$ cat src/rtl/fwd_hazard_ctrl_if.sv
// fwd_hazard_ctrl_if: ID-stage request and forwarding/stall response bundle.
//   master: drives the ID instruction fields and flush, observes selects/stall.
//   slave : the hazard controller; consumes ID fields, drives selects, stall, stall_cnt.
interface fwd_hazard_ctrl_if;
    logic       id_valid;
    logic [1:0] id_ra;
    logic [1:0] id_rb;
    logic       id_uses_ra;
    logic       id_uses_rb;
    logic [1:0] id_rd;
    logic       id_we;
    logic       id_is_load;
    logic       flush;
    logic       fwd_a_s1;
    logic       fwd_a_s0;
    logic       fwd_b_s1;
    logic       fwd_b_s0;
    logic       stall;
    logic [7:0] stall_cnt;

    modport master (
        output id_valid, id_ra, id_rb, id_uses_ra, id_uses_rb, id_rd, id_we, id_is_load, flush,
        input  fwd_a_s1, fwd_a_s0, fwd_b_s1, fwd_b_s0, stall, stall_cnt
    );
    modport slave (
        input  id_valid, id_ra, id_rb, id_uses_ra, id_uses_rb, id_rd, id_we, id_is_load, flush,
        output fwd_a_s1, fwd_a_s0, fwd_b_s1, fwd_b_s0, stall, stall_cnt
    );
endinterface

$ cat src/rtl/fwd_hazard_ctrl.sv
// fwd_hazard_ctrl: operand-forwarding select and load-use stall control for a 5-stage pipe.
//   clk   : rising-edge clock for all state
//   rst_n : asynchronous active-low reset
//   bus   : ID instruction fields + flush in; registered 4:1 mux selects,
//           combinational stall and saturating stall counter out
module fwd_hazard_ctrl (
    input  logic             clk,
    input  logic             rst_n,
    fwd_hazard_ctrl_if.slave bus
);
    typedef struct packed {
        logic       v;
        logic [1:0] rd;
        logic       we;
        logic       ld;
    } slot_t;

    slot_t      ex_q, mem_q, wb_q, ex_d;
    logic [1:0] fa_q, fa_d, fb_q, fb_d;
    logic [7:0] cnt_q, cnt_d;
    logic       accept;

    function automatic logic prod(input slot_t s, input logic [1:0] r);
        return s.v && s.we && (s.rd == r);
    endfunction

    // Nearest producer wins: EX (one ahead) before MEM before WB.
    function automatic logic [1:0] sel(input logic used, input logic [1:0] r,
                                       input slot_t e, input slot_t m, input slot_t w);
        return !used     ? 2'b00 :
               prod(e, r) ? 2'b01 :
               prod(m, r) ? 2'b10 :
               prod(w, r) ? 2'b11 : 2'b00;
    endfunction

    // Only a load sitting in EX stalls; a load in MEM is forwarded.
    assign bus.stall = bus.id_valid && !bus.flush && ex_q.v && ex_q.we && ex_q.ld &&
                       ((bus.id_uses_ra && ex_q.rd == bus.id_ra) ||
                        (bus.id_uses_rb && ex_q.rd == bus.id_rb));

    always_comb begin
        accept = bus.id_valid && !bus.stall && !bus.flush;
        ex_d   = accept ? slot_t'{1'b1, bus.id_rd, bus.id_we, bus.id_is_load} : slot_t'('0);
        fa_d   = accept ? sel(bus.id_uses_ra, bus.id_ra, ex_q, mem_q, wb_q) : 2'b00;
        fb_d   = accept ? sel(bus.id_uses_rb, bus.id_rb, ex_q, mem_q, wb_q) : 2'b00;
        cnt_d  = (bus.stall && cnt_q != 8'hFF) ? cnt_q + 8'd1 : cnt_q;
    end

    always_ff @(posedge clk or negedge rst_n) begin
        if (!rst_n) begin
            ex_q  <= '0;
            mem_q <= '0;
            wb_q  <= '0;
            fa_q  <= 2'b00;
            fb_q  <= 2'b00;
            cnt_q <= 8'h00;
        end else begin
            ex_q  <= ex_d;
            mem_q <= ex_q;
            wb_q  <= mem_q;
            fa_q  <= fa_d;
            fb_q  <= fb_d;
            cnt_q <= cnt_d;
        end
    end

    assign bus.fwd_a_s1  = fa_q[1];
    assign bus.fwd_a_s0  = fa_q[0];
    assign bus.fwd_b_s1  = fb_q[1];
    assign bus.fwd_b_s0  = fb_q[0];
    assign bus.stall_cnt = cnt_q;
endmodule

$ cat src/flat_wrapper.sv
// flat-port wrapper written by rule: the top's interface ports become plain ports
module fwd_hazard_ctrl_flat 
  (clk, rst_n, bus_id_valid, bus_id_ra, bus_id_rb, bus_id_uses_ra, bus_id_uses_rb, bus_id_rd, bus_id_we, bus_id_is_load, bus_flush, bus_fwd_a_s1, bus_fwd_a_s0, bus_fwd_b_s1, bus_fwd_b_s0, bus_stall, bus_stall_cnt);
  fwd_hazard_ctrl_if bus_i ();
  input  logic clk;
  input  logic rst_n;
  input wire logic [$bits(bus_i.id_valid)-1:0] bus_id_valid;
  input wire logic [$bits(bus_i.id_ra)-1:0] bus_id_ra;
  input wire logic [$bits(bus_i.id_rb)-1:0] bus_id_rb;
  input wire logic [$bits(bus_i.id_uses_ra)-1:0] bus_id_uses_ra;
  input wire logic [$bits(bus_i.id_uses_rb)-1:0] bus_id_uses_rb;
  input wire logic [$bits(bus_i.id_rd)-1:0] bus_id_rd;
  input wire logic [$bits(bus_i.id_we)-1:0] bus_id_we;
  input wire logic [$bits(bus_i.id_is_load)-1:0] bus_id_is_load;
  input wire logic [$bits(bus_i.flush)-1:0] bus_flush;
  output wire logic [$bits(bus_i.fwd_a_s1)-1:0] bus_fwd_a_s1;
  output wire logic [$bits(bus_i.fwd_a_s0)-1:0] bus_fwd_a_s0;
  output wire logic [$bits(bus_i.fwd_b_s1)-1:0] bus_fwd_b_s1;
  output wire logic [$bits(bus_i.fwd_b_s0)-1:0] bus_fwd_b_s0;
  output wire logic [$bits(bus_i.stall)-1:0] bus_stall;
  output wire logic [$bits(bus_i.stall_cnt)-1:0] bus_stall_cnt;
  assign bus_i.id_valid = bus_id_valid;
  assign bus_i.id_ra = bus_id_ra;
  assign bus_i.id_rb = bus_id_rb;
  assign bus_i.id_uses_ra = bus_id_uses_ra;
  assign bus_i.id_uses_rb = bus_id_uses_rb;
  assign bus_i.id_rd = bus_id_rd;
  assign bus_i.id_we = bus_id_we;
  assign bus_i.id_is_load = bus_id_is_load;
  assign bus_i.flush = bus_flush;
  assign bus_fwd_a_s1 = bus_i.fwd_a_s1;
  assign bus_fwd_a_s0 = bus_i.fwd_a_s0;
  assign bus_fwd_b_s1 = bus_i.fwd_b_s1;
  assign bus_fwd_b_s0 = bus_i.fwd_b_s0;
  assign bus_stall = bus_i.stall;
  assign bus_stall_cnt = bus_i.stall_cnt;
  fwd_hazard_ctrl u_core (.clk(clk), .rst_n(rst_n), .bus(bus_i));
endmodule
$ cat config.mk
export PLATFORM = sky130hd
export DESIGN_NAME = fwd_hazard_ctrl_flat
export DESIGN_NICKNAME = d
export VERILOG_FILES = /design/src/rtl/fwd_hazard_ctrl_if.sv /design/src/rtl/fwd_hazard_ctrl.sv /design/src/flat_wrapper.sv
export SDC_FILE = /design/constraint.sdc
export NUM_CORES = 1
export LEC_CHECK = 0
export CORE_MARGIN = 4
export CORE_UTILIZATION = 40
export DETAILED_ROUTE_END_ITERATION = 7
export PLACE_DENSITY = 0.66
export SLEW_MARGIN = 0
export SYNTH_ARGS = -nofsm -noshare
export SYNTH_HDL_FRONTEND = slang
export SYNTH_SLANG_ARGS = --single-unit
$ cat constraint.sdc
create_clock -name clk -period 1.7 [get_ports clk]
set_input_delay 0.34 -clock clk [delete_from_list [all_inputs] [get_ports clk]]
set_output_delay 0.34 -clock clk [all_outputs]
set_load 0.05 [all_outputs]
; ---- Word level (Yosys, flattened, before mapping)
; Index checks and enable logic that the tools add are counted.
[totals]
ff_bits = 25
inputBits = 14
out_inout_bits = 13
word_cells = 54
[op_classes]
n_addsub = 1
n_eq_ne = 7
n_mux = 11
reduce_logical = 22
[ops]
columns = cell, n
row1 = two-way mux 2 bit, 10
row2 = logical AND 1 bit, 19
row3 = equality test 2 bit, 6
row4 = "adder 8 x 1 -> 8 bit, second input constant", 1
row5 = "!= test 8 bit, second input constant", 1
row6 = two-way mux 5 bit, 1
row7 = zero test 1 bit, 2
row8 = logical OR 1 bit, 1

; ---- Depth between registers and ports, before layout
[depth]
depth_word = 10
ltp_mapped = 6
ltp_nobuf = 5

; ---- Worst setup path before layout
; Ideal clock, no wire load.
[synth_timing]
path_kind = reg2out
from = reg u_core.ex_q[3] in the netlist's numbering
to = out bus_stall
arrival_time_ns = 1.776
required_time_ns = 1.360
setup_slack_ns = -0.416
stages_incl_launch_ff = 6
n_path_buf = 1
cell_sequence = dfrtp_1 xor2_1 nor4bb_1 a31oi_2 buf_6 nor2_1
[synth_via]
elab_chain_cells = 4
word_cells_on_any_way = 6
classes_between = eq/ne (2) / reduce/logical (4)
[synth_lines]
columns = element, line
row1 = from (decl), fwd_hazard_ctrl.sv:18  ; slot_t ex_q, mem_q, wb_q, ex_d;
row2 = from (signal assigned), fwd_hazard_ctrl.sv:51  ; ex_q <= '0;
row3 = from (signal assigned), fwd_hazard_ctrl.sv:58  ; ex_q <= ex_d;
row4 = "equality test 2 bit, on equally long branches", "fwd_hazard_ctrl.sv:38, fwd_hazard_ctrl.sv:39"
row5 = "logical AND 1 bit, on equally long branches", "fwd_hazard_ctrl.sv:38, fwd_hazard_ctrl.sv:39"
row6 = logical OR 1 bit *, fwd_hazard_ctrl.sv:38  ; ((bus.id_uses_ra && ex_q.rd == bus.id_ra) ||
row7 = logical AND 1 bit *, fwd_hazard_ctrl.sv:37  ; assign bus.stall = bus.id_valid && !bus.flush && ex_q.v && ex_q.we && ex_q.ld &&
row8 = to (decl), flat_wrapper.sv:20  ; output wire logic [$bits(bus_i.stall)-1:0] bus_stall;
; Mark *: on every way between the ends. The rest lies on a longest branch, timed or not.

; ---- Worst setup path after layout
; Ends and elaborated chain as after synthesis.

==> reports/metrics.yaml <==
cells_and_area:
  diodes: 0
  syn2layout_area_growth_pct: 48.43
  fin_nets: 161
  fillerInstances: 240
  fin_cells: 176
  post_route_cells_drive_above_1_share: 0.3793
clock_tree:
  clkLatencyLatePin_ps: 310
  cts.htree.levels: 1
  clock_path_buffers: 2
  cts_tree: "done"
  path_clk_slew_ps: 130
  cts_root_buffer: "clkbuf_4"
  cts_buffers: 3
  cts_sinks: 25
  cts_hold_repair.buffers: 0
yosys:
  syn_avg_cell_area_um2: 12.16
  netlist_top_cells_count: "dfrtp_1 (25), xor2_1 (17), and3_1 (7), nand2_1 (7), nor2_1 (5)"
  yosys.area.top_type_share: 0.5417
  syn_nets: 110
  synth_compound_area_frac: 0.05742
  synth_adder_area_share: 0.01083
  synthSimpleGateAreaFrac: 0.2189
  synth_top_family_by_area: "simple AND/OR/NAND/NOR gates"
  synth_top_cell_by_area: "dfrtp_1"
  synth-main-ff-cell: "dfrtp_1"
  yosys.area_share.xor_xnor: 0.1289
  synthTopCellsByArea: "dfrtp_1 (54%), xor2_1 (13%), and3_1 (3.8%)"
  ys_seq_area_frac: 0.5417
  syn_area_mm2: 0.001155
  yosysMostFrequentCell: "dfrtp_1"
  synth_edf_count: 0
  synth-seq-cells: 25
  syn_inst: 95
  synth.distinct_cells: 27
  synthArstFlopShare: 1.000
  synthMuxAreaShare: 0.03250
  synth_warnings: 0
critical_path:
  critical_path_arrival_ps: 1660
  crit_required_ps: 1360
  crit_type: "register to primary output"
  crit_fanout: 3
  end_kind: "primary output"
  rrSetupSlack_ps: -240
  start_kind: "register"
  cp_slowest_stage_delay_ps: 440
  slowest_stage: "dfrtp_1"
  crit_chain: "xor2_1, nor4bb_1, a31oi_2, nor2_4, buf_8"
die:
  dieHeight_um: 61.73
  die-width_um: 61.73
  rows: 19
  io-pin-count: 27
  die_area_mm2: 0.003811
  core_mm2: 0.002758
  start_util: 0.4188
detailed_routing:
  via_count: 909
  dr.pass1.iters: 4
  antenna_left: 0
  drc_errors: 0
  wire_per_inst_um: 14.95
  drtIter0Drc: 21
  viasPerCell: 5.165
  totalWireLength_mm: 2.632
sta:
  relSlewSlack: 0.7912
  whs_ps: 376.9
  fin_ws_ps: -302.5
  tightest_slew_ps: 308.9
  fmax_mhz: 499.4
  slew_violations: 0
  rsz0062_at_grt: "yes"
  setup_viol: 18
  finClkSkew_ps: 3.400
  period_share: 1.178
  fin_crit_ps: 2003
  hold_violations: 0
global_routing:
  grt_max_degree: 26
  antenna_found_initial: 0
  grt_overflow: 0
  grt_pass1_wl_mm: 4.567
  grt_pass1_vias: 1019
  grt.total_usage: 0.1641
hold_path:
  hold_class: "input port to asynchronous set/reset pin"
status:
  violations: "setup timing"
  outcome: "finished, violations left"
job:
  drv_cap: 0
power:
  peakVddDrop_mv: 0.3952
  report.power.total_mw: 0.9924
  p_leak_nw: 0.8724
  p_per_area_mw_per_mm2: 579.0
place:
  dpl.hpwl_mm: 1.998
  gp_congestion: 0.8559
  port_buffers: 26
  dp_cells: 167
logic make-up (layout without fill, tap and decap cells):
| family | Yosys count | after routing |
|---|---|---|
| flops | 25 | 25 |
| buf+inv | 1 | 51 |
| mux | 3 | 3 |
| compound gates | 7 | 7 |
| xor+xnor | 17 | 17 |
| simple gates | 41 | 41 |
| fa+ha+maj | 1 | 1 |
cell type report:
cell class / instances / area, um^2 / share of cell area
Clock buffer: 4 / 26.28 / 0.01533
Multi-Input combinational cell: 69 / 583.1 / 0.3401
Sequential cell: 25 / 625.6 / 0.3650
Tap cell: 31 / 38.79 / 0.02263
Timing Repair Buffer: 47 / 440.4 / 0.2569
report_power, final:
group / leakage [nW] / internal [mW] / total [mW] / switching (mW)
clock network: 0.0150 / 0.0915 / 0.256 / 0.165
logic: 0.517 / 0.0637 / 0.119 / 0.0558
registers: 0.341 / 0.608 / 0.616 / 0.00869
total: 0.872 / 0.763 / 0.992 / 0.229
path summary, 6_finish.rpt:
path | start | to | cells after the start
max reg2reg | u_core.ex_q[3]$_DFF_PN0_ | u_core.bus.stall_cnt[2]$_DFFE_PN0P_ | 8
min reg2reg | u_core.mem_q[4]$_DFF_PN0_ | u_core.wb_q[4]$_DFF_PN0_ | 0
max in group asynchronous | rst_n | u_core.ex_q[4]$_DFF_PN0_ | 2
min | rst_n | u_core.fb_q[1]$_DFF_PN0_ | 2
min in group clk | u_core.mem_q[4]$_DFF_PN0_ | u_core.wb_q[4]$_DFF_PN0_ | 0
max | u_core.ex_q[3]$_DFF_PN0_ | bus_stall | 5
registers in the layout, indices dropped and copies added (netlist names):
| signal | count |
|---|---|
| u_core.wb_q | 4 |
| u_core.mem_q | 4 |
| u_core.fa_q | 2 |
| u_core.fb_q | 2 |
| u_core.ex_q | 5 |
| u_core.bus.stall_cnt | 8 |
stage by stage:
step | TNS, ps | instance area [um^2] | worst slack, ps | utilization
6_report | -2763 | 1714 | -302.5 | 0.6216
5_1_grt | -3770 | 1714 | -377.0 | 0.6216
4_1_cts | -2721 | 1700 | -337.9 | 0.6166
3_5_place_dp | -7768 | 1563 | -551.7 | 0.5667
3_3_place_gp | -7179 | 1563 | -536.1 | 0.5667
2_1_floorplan | -29.52 | 1162 | -29.52 | -
worst max-delay path, delay by kind of cell (launching register included):
kind	cells	cell delay [ps]
flip-flops	1	440
AO/OA/AOI/OAI	1	120
AND/OR/NAND/NOR	2	480
buffers and inverters	1	150
XOR/XNOR	1	160
layer usage:
metal / global-route usage / up-vias / routed length (um)
met4: 0.07576 / 0 / 34
met2: 0.2960 / 22 / 1421
li1: - / 441 / -
met1: 0.1835 / 442 / 1028
met5: 0 / - / 0
met3: 0.03512 / 4 / 148
placed cells by master (no fill, tap or decap), types with 2 or more instances in the layout:
cell,Yosys,routed
and3_1,7,2
and3_4,0,5
buf_12,0,2
buf_4,0,25
buf_6,1,5
buf_8,0,2
clkbuf_4,0,3
clkdlybuf4s50_1,0,10
dfrtp_1,25,25
dlygate4sd2_1,0,3
mux2_4,1,2
nand2_1,7,7
nand2b_1,2,2
nand3_1,4,4
nand4_1,3,3
nor2_1,5,2
nor2_4,0,4
nor3_1,4,4
nor3_4,2,3
o2111a_1,2,2
o41ai_1,2,2
xor2_1,17,17
what timing repair did:
action | in CTS | in global routing
pin swaps | 10 | 4
gates resized for setup | 25 | 1
buffers inserted | 4 | 1
endpoints found under the setup margin | 13 | 18
Power figures use the tool's default switching activity.
